## src/rtl/ac97_sample_fifo.sv

```systemverilog
`default_nettype none
// ============================================================================
// Module   : ac97_sample_fifo
// Brief    : Stereo PCM sample FIFO that feeds AC-link slots 3/4 once per frame,
//            with prefill gating and an underrun counter. Define
//            AC97_SAMPLE_FIFO_MONO_EN for 16-bit mono entries (slot4 = slot3).
// Revision : 1.0 - initial release
// ============================================================================
module ac97_sample_fifo #(
    parameter int DEPTH   = 16,
    parameter int PREFILL = 8
) (
    input  logic                     ac97_bitclk,
    input  logic                     rst,
    input  logic                     ac97_strobe,
    input  logic                     in_valid,
    output logic                     in_ready,
    input  logic [15:0]              in_left,
    input  logic [15:0]              in_right,
    output logic [19:0]              ac97_out_slot3,
    output logic [19:0]              ac97_out_slot4,
    output logic                     ac97_out_slot3_valid,
    output logic                     ac97_out_slot4_valid,
    output logic [$clog2(DEPTH):0]   fill_level,
    output logic [7:0]               underrun_count
);

    localparam int AW = $clog2(DEPTH);
`ifdef AC97_SAMPLE_FIFO_MONO_EN
    localparam int c_dw = 16;
`else
    localparam int c_dw = 32;
`endif
    localparam logic [AW:0]   c_depth   = (AW+1)'(DEPTH);
    localparam logic [AW:0]   c_prefill = (AW+1)'(PREFILL);
    localparam logic [AW:0]   c_fill_one = (AW+1)'(1);
    localparam logic [AW-1:0] c_ptr_one  = AW'(1);

    typedef enum logic [0:0] {
        S_FILLING = 1'b0,
        S_RUNNING = 1'b1
    } state_t;

    state_t          r_state;
    state_t          w_state_nxt;
    logic [c_dw-1:0] r_mem [DEPTH];
    logic [AW-1:0]   r_wr_ptr;
    logic [AW-1:0]   r_rd_ptr;
    logic [AW:0]     r_fill;
    logic [19:0]     r_slot3;
    logic            r_valid;
    logic [7:0]      r_underrun;
    logic            w_push;
    logic            w_pop;
    logic            w_underrun;
    logic            w_zero_slots;
    logic [c_dw-1:0] w_wdata;
    logic [c_dw-1:0] w_rdata;

    assign in_ready = (r_fill < c_depth);
    assign w_push   = in_valid && in_ready;
    assign w_rdata  = r_mem[r_rd_ptr];

`ifdef AC97_SAMPLE_FIFO_MONO_EN
    assign w_wdata = in_left;
`else
    assign w_wdata = {in_left, in_right};
`endif

    // Strobe decisions use the fill level before this edge's push, so a
    // sample arriving with the strobe cannot be popped by it.
    always_comb begin
        w_state_nxt  = r_state;
        w_pop        = 1'b0;
        w_underrun   = 1'b0;
        w_zero_slots = 1'b0;
        if (ac97_strobe) begin
            case (r_state)
                S_FILLING: begin
                    if (r_fill >= c_prefill) begin
                        w_pop       = 1'b1;
                        w_state_nxt = S_RUNNING;
                    end else begin
                        w_zero_slots = 1'b1;
                    end
                end
                S_RUNNING: begin
                    if (r_fill != '0) begin
                        w_pop = 1'b1;
                    end else begin
                        w_underrun  = 1'b1;
                        w_state_nxt = S_FILLING;
                    end
                end
                default: w_state_nxt = S_FILLING;
            endcase
        end
    end

    always_ff @(posedge ac97_bitclk or posedge rst) begin
        if (rst) begin
            r_state <= S_FILLING;
        end else begin
            r_state <= w_state_nxt;
        end
    end

    always_ff @(posedge ac97_bitclk) begin
        if (w_push) begin
            r_mem[r_wr_ptr] <= w_wdata;
        end
    end

    always_ff @(posedge ac97_bitclk or posedge rst) begin
        if (rst) begin
            r_wr_ptr   <= '0;
            r_rd_ptr   <= '0;
            r_fill     <= '0;
            r_underrun <= '0;
            r_valid    <= 1'b0;
        end else begin
            if (w_push) begin
                r_wr_ptr <= r_wr_ptr + c_ptr_one;
            end
            if (w_pop) begin
                r_rd_ptr <= r_rd_ptr + c_ptr_one;
            end
            case ({w_push, w_pop})
                2'b10:   r_fill <= r_fill + c_fill_one;
                2'b01:   r_fill <= r_fill - c_fill_one;
                default: r_fill <= r_fill;
            endcase
            if (w_underrun && (r_underrun != 8'hFF)) begin
                r_underrun <= r_underrun + 8'd1;
            end
            if (w_pop && (r_state == S_FILLING)) begin
                r_valid <= 1'b1;
            end
        end
    end

    always_ff @(posedge ac97_bitclk or posedge rst) begin
        if (rst) begin
            r_slot3 <= '0;
        end else if (w_pop) begin
            r_slot3 <= {w_rdata[c_dw-1 -: 16], 4'h0};
        end else if (w_zero_slots) begin
            r_slot3 <= '0;
        end
    end

`ifdef AC97_SAMPLE_FIFO_MONO_EN
    assign ac97_out_slot4 = r_slot3;
`else
    logic [19:0] r_slot4;

    always_ff @(posedge ac97_bitclk or posedge rst) begin
        if (rst) begin
            r_slot4 <= '0;
        end else if (w_pop) begin
            r_slot4 <= {w_rdata[15:0], 4'h0};
        end else if (w_zero_slots) begin
            r_slot4 <= '0;
        end
    end

    assign ac97_out_slot4 = r_slot4;
`endif

    assign ac97_out_slot3       = r_slot3;
    assign ac97_out_slot3_valid = r_valid;
    assign ac97_out_slot4_valid = r_valid;
    assign fill_level           = r_fill;
    assign underrun_count       = r_underrun;

endmodule
`default_nettype wire

```

## config.mk

```make
export PLATFORM = sky130hd
export DESIGN_NAME = ac97_sample_fifo
export DESIGN_NICKNAME = d
export VERILOG_FILES = /design/src/rtl/ac97_sample_fifo.sv
export SDC_FILE = /design/constraint.sdc
export NUM_CORES = 1
export LEC_CHECK = 0
export ABC_CLOCK_PERIOD_IN_PS = 6050
export CORE_AREA = 3 3 206 208
export CTS_CLUSTER_DIAMETER = 80
export DETAILED_ROUTE_END_ITERATION = 10
export DIE_AREA = 0 0 209 211
export GPL_TIMING_DRIVEN = 1
export HOLD_SLACK_MARGIN = 0.1
export PLACE_DENSITY = 0.72
export SLEW_MARGIN = 15
export SYNTH_ARGS = -nofsm -noshare
export SYNTH_HDL_FRONTEND = slang
export SYNTH_SLANG_ARGS = --single-unit
export TNS_END_PERCENT = 10
```

## constraint.sdc

```tcl
create_clock -name ac97_bitclk -period 6.05 [get_ports ac97_bitclk]
set_input_delay 1.815 -clock ac97_bitclk [delete_from_list [all_inputs] [get_ports ac97_bitclk]]
set_output_delay 1.815 -clock ac97_bitclk [all_outputs]
set_load 0.03 [all_outputs]
```

* Word level (Yosys, flattened, before mapping) *
Memory sizes are Yosys's and may differ from the RTL's.
Index checks and enable logic that the tools add are counted.

storage, ports and cells
  memories kept = 1
  word-level logic and storage cells = 42
  latch bits = 0
  register bits after elaboration = 63
  memory bits (writable) = 512
  bits in read-only memories = 0
  output and inout bits = 56

cells by class
  div/mod/pow operators = 0
  eq/ne operators = 3
  multipliers = 0
  magnitude comparators = 2
  shift-type cells = 0
  bitwise gates (word level) = 1
  mux-type cells = 16
  $add $sub $neg = 5
  reductions and logical operators = 6

memory list
  memory  words  width  rd ports  clocked after Yosys merged registers in  wr ports  RTL line  RTL
  r_mem   16     32     1         0                                        1         46        logic [c_dw-1:0] r_mem [DEPTH];

operators with widths
  kind                 count
  $mux 20              3
  $mux 1               11
  $pmux 5 s2           1
  $add 4x1->4 const B  2
  $add 8x1->8 const B  1
  $ne 8x8->1 const B   1
  $add 5x1->5 const B  1
  $ge 5x4->1 const B   1
  $lt 5x5->1 const B   1
  $reduce_bool 5->1    1
  $sub 5x1->5 const B  1
  $reduce_bool 2->1    2
  $logic_and 1x1->1    3
  $eq 2x1->1 const B   1
  $eq 2x2->1 const B   1
  $pmux 1 s2           1
  $not 1->1            1

* Depth between registers and ports, before layout *
  depth in word-level cells = 6
  gate-level depth with buffers = 12

* Worst setup path after synthesis *
OpenSTA, ideal clock, no wires.

  path type = input port to flip-flop
  start point = in in_valid
  end point = mem r_mem[3][0], enable pin
  setup time = 0.461 ns
  required time = 5.589 ns
  buffers on the path = 1
  data arrival time = 4.582 ns
  path slack = 1.007 ns
  stages on the path = 4
  path through = nor2b_1 > clkbuf_1 > nand2_1 > nor3_1

between the ends
  longest elaborated chain between the ends = 3

ends and longest elaborated chain
  element                       RTL line  RTL
  from (decl)                   16        input logic in_valid,
  $logic_and 1x1->1             61        assign w_push = in_valid && in_ready;
  $mux 1                        109       if (w_push) begin
  $mux 1 (implied by the code)  110       r_mem[r_wr_ptr] <= w_wdata;
  to (decl)                     46

No other way between the ends.

* Worst setup path after layout *
  start point = in in_valid
  end point = mem r_mem[6][15], enable pin

The elaborated chain is that of the path after synthesis.

==> impl_metrics.toml <==
[sta]
tns_ps = 0
tightest_slew_ps = 1120
finalCriticalPeriod_ps = 4190
hold_viol_final = 0
timing.fmax_mhz = 239
setup_violations = 0
rsz0062_at_grt = "false"
period_share_pct = 69.3
maxSlewHeadroom_pct = 25.4
clock_skew_ps = 24.2
slew_violations = 0

[clock_tree]
cts-htree-levels = 2
clk_latency_ps = 600
cts.sinks = 567
cts_tree = "yes"
holdBufCountCts = 0
cts-root-buf = "clkbuf_16"
clk_path_buf_depth = 3
cts_setup_buffers = 0
numCtsBuffers = 55
cts_resized = 0
path_clk_slew_ps = 60

[placement]
port_buffers = 83
dp_hpwl_mm = 26.4
gp_congestion = 0.814

[logic_synthesis]
ys_ff_latch = 567
async_reset_ff_share_pct = 9.70
netlist_instances = 1151
ys_warn_count = 0
syn_area_per_cell_um2 = 19.3
synth-main-ff-cell = "edfxtp_1"
synth.largest_area_cell = "edfxtp_1"
synth_edf_count = 512
yosysTopAreaCellShare_pct = 69.1
synth.area.top_cells = "edfxtp_1, mux4_2, dfrtp_1"
synthDistinctLibCells = 45
synth_area_um2 = 22300
seq_area_frac_synth_pct = 75.3

[layout]
fin_nets = 1298
area_growth_pct = 14.6
antennaDiodeCount = 0
post_route_cells_drive_above_1_share_pct = 20.5

[setup_path]
endpoint_kind = "flip-flop"
cp.arrival_ps = 4480
reg2reg_from = "fill_level[4]$_DFFE_PP0P_"
r2r_end = "r_mem[6][15]$_DFFE_PP_"
crit_fanout = 20
path_class = "input port to flip-flop"
r2r_slack_ps = 3010
critPathLaunch = "in_valid"
ff2ff_path_depth = 4
cp-start-kind = "input port"
critPathRequiredTime_ps = 6340

[min_path]
holdPathStages = 1
hp-start = "ac97_out_slot3[11]$_DFFE_PP0P_"
hold_end = "ac97_out_slot3[11]$_DFFE_PP0P_"
hold_class = "flip-flop to flip-flop"

[status]
outcome = "finished clean"

[floorplan]
start_util_pct = 54.6
die_w_um = 209
core_area_um2 = 40700
row_count = 74
pin_count = 92
dieHeight_um = 211
dieArea_um2 = 44100

[grt]
grt_pass1_wl_mm = 71.4
grt_antenna_before_repair = 0
grt_max_degree = 139
gr-total-overflow = 0
grt_pass1_vias = 11300
grtUsageTotal_pct = 21.4

[pwr]
p_per_area_nw_per_um2 = 463
vdd_drop_max_uv = 310
total_power_mw = 11.8
p_leak_nw = 8.66

[detailed_routing]
drc_errors = 0
post_drt_wl_per_cell_um = 25.3
firstDrtPassIters = 5
detail-route-antenna-nets = 0
vias = 11100
wl_mm = 46.2
drtIter0Drc = 1086
via_per_inst = 6.05

[flow_run]
drv_cap = 0
[through the flow]
step | instances | util (%) | hold slack (ps) | worst slack, ps | area, µm²
2_1_floorplan | 1158 | - | 476 | 1010 | 22300
3_3_place_gp | 1727 | 58.2 | 458 | 1230 | 23700
3_5_place_dp | 1727 | 58.2 | 465 | 1130 | 23700
4_1_cts | 1830 | 62.6 | 478 | 1760 | 25500
5_1_grt | 1830 | 62.6 | 491 | 1550 | 25500
6_report | 1830 | 62.6 | 472 | 1860 | 25500
[worst max-delay path by stage]
stage,to,depth (start not counted)
after detailed placement,r_mem[6][15]$_DFFE_PP_,5
final,r_mem[6][15]$_DFFE_PP_,5
after CTS,r_mem[6][15]$_DFFE_PP_,5
after global routing,fill_level[4]$_DFFE_PP0P_,10
after global placement,r_mem[6][15]$_DFFE_PP_,5
after floorplan,r_mem[3][0]$_DFFE_PP_,4
[layer usage]
metal / global-route usage [%] / routed length [µm] / vias to the layer above
li1: - / - / 4824
met1: 31.5 / 20200 / 5833
met2: 33.8 / 22300 / 352
met3: 4.00 / 2660 / 70
met4: 6.10 / 1090 / 0
met5: 0 / 0 / -
[area by class of cell]
type	count	area (µm²)
multi-input combinational	506	5190
fill	2817	15200
clock buffer	73	1490
clock inverter	30	295
timing repair buffer	111	1070
tap	532	666
sequential	567	16800
inverter	11	41.3
[state kept, by name, indices dropped and copies added, names as in the netlist]
| signal | flops |
|---|---|
| underrun_count | 8 |
| ac97_out_slot3_valid | 1 |
| r_mem | 512 |
| ac97_out_slot4 | 16 |
| r_wr_ptr | 4 |
| r_state | 1 |
| fill_level | 5 |
| ac97_out_slot3 | 16 |
| r_rd_ptr | 4 |
[power breakdown]
group / total [mW] / leakage [nW] / switching [mW] / internal [mW]
sequential: 5.13 / 5.27 / 0.449 / 4.68
combinational: 3.33 / 2.50 / 1.78 / 1.55
clock: 3.36 / 0.884 / 1.41 / 1.95
[worst max-delay path, stage by stage]
cell and delay (ps):
clkdlybuf4s50_1 450, nor2b_1 630, nand2_1 420, nor2_4 780
buf_4 360
[synthesized netlist by cell type, types with 2 or more instances]
library cell    n
nand4_1         2
inv_1          11
o31ai_1         2
nand3_1         5
a211oi_1       33
nand2b_1        6
nor3_1          6
xor2_1          9
clkbuf_1       16
edfxtp_1      512
a2111oi_2       2
mux2_2         34
mux2i_1        64
a21o_1         33
nor2b_1         4
nor2_1         21
dfrtp_1        55
ha_1           10
o21ai_0         5
a21oi_1        35
buf_6           4
buf_1           5
o22ai_1        31
buf_2          29
nand2_1        76
mux4_2         96
buf_4          20
xnor2_1         6
mux2_1          2
nor3b_1         2
[placed cells by master, fill, tap and decap left out, types with 3 or more instances in the layout]
| cell | count |
|---|---|
| inv_1 | 10 |
| nand2_1 | 76 |
| dfrtp_1 | 52 |
| edfxtp_1 | 512 |
| buf_4 | 26 |
| o22ai_1 | 31 |
| clkbuf_8 | 5 |
| dfrtp_4 | 3 |
| conb_1 | 8 |
| a211oi_1 | 33 |
| nor2_1 | 8 |
| bufinv_16 | 5 |
| clkbuf_1 | 13 |
| clkinv_1 | 7 |
| o21ai_0 | 5 |
| nor3_2 | 4 |
| mux4_2 | 96 |
| xnor2_1 | 6 |
| xor2_1 | 9 |
| nand2b_1 | 6 |
| nor2_4 | 13 |
| clkinv_2 | 14 |
| clkbuf_16 | 55 |
| mux2i_1 | 64 |
| a21oi_1 | 35 |
| nor2b_1 | 4 |
| ha_1 | 10 |
| clkdlybuf4s50_1 | 83 |
| mux2_2 | 34 |
| nand3_1 | 5 |
| a21o_1 | 33 |
[kinds of logic (layout without fill, tap and decap cells)]
logic type / count (synthesis) / in the layout / share of synthesized area (%)
other: 1 / 8 / 0.0168
flip-flops: 567 / 567 / 75.3
buffers and inverters: 85 / 225 / 2.07
AND/OR/NAND/NOR: 128 / 128 / 2.57
multiplexers: 196 / 196 / 14.4
adder cells (fa/ha/maj): 10 / 10 / 0.562
XOR/XNOR: 15 / 15 / 0.590
AO/OA/AOI/OAI: 149 / 149 / 4.52
Note: power is estimated with default switching activity, not from simulation.
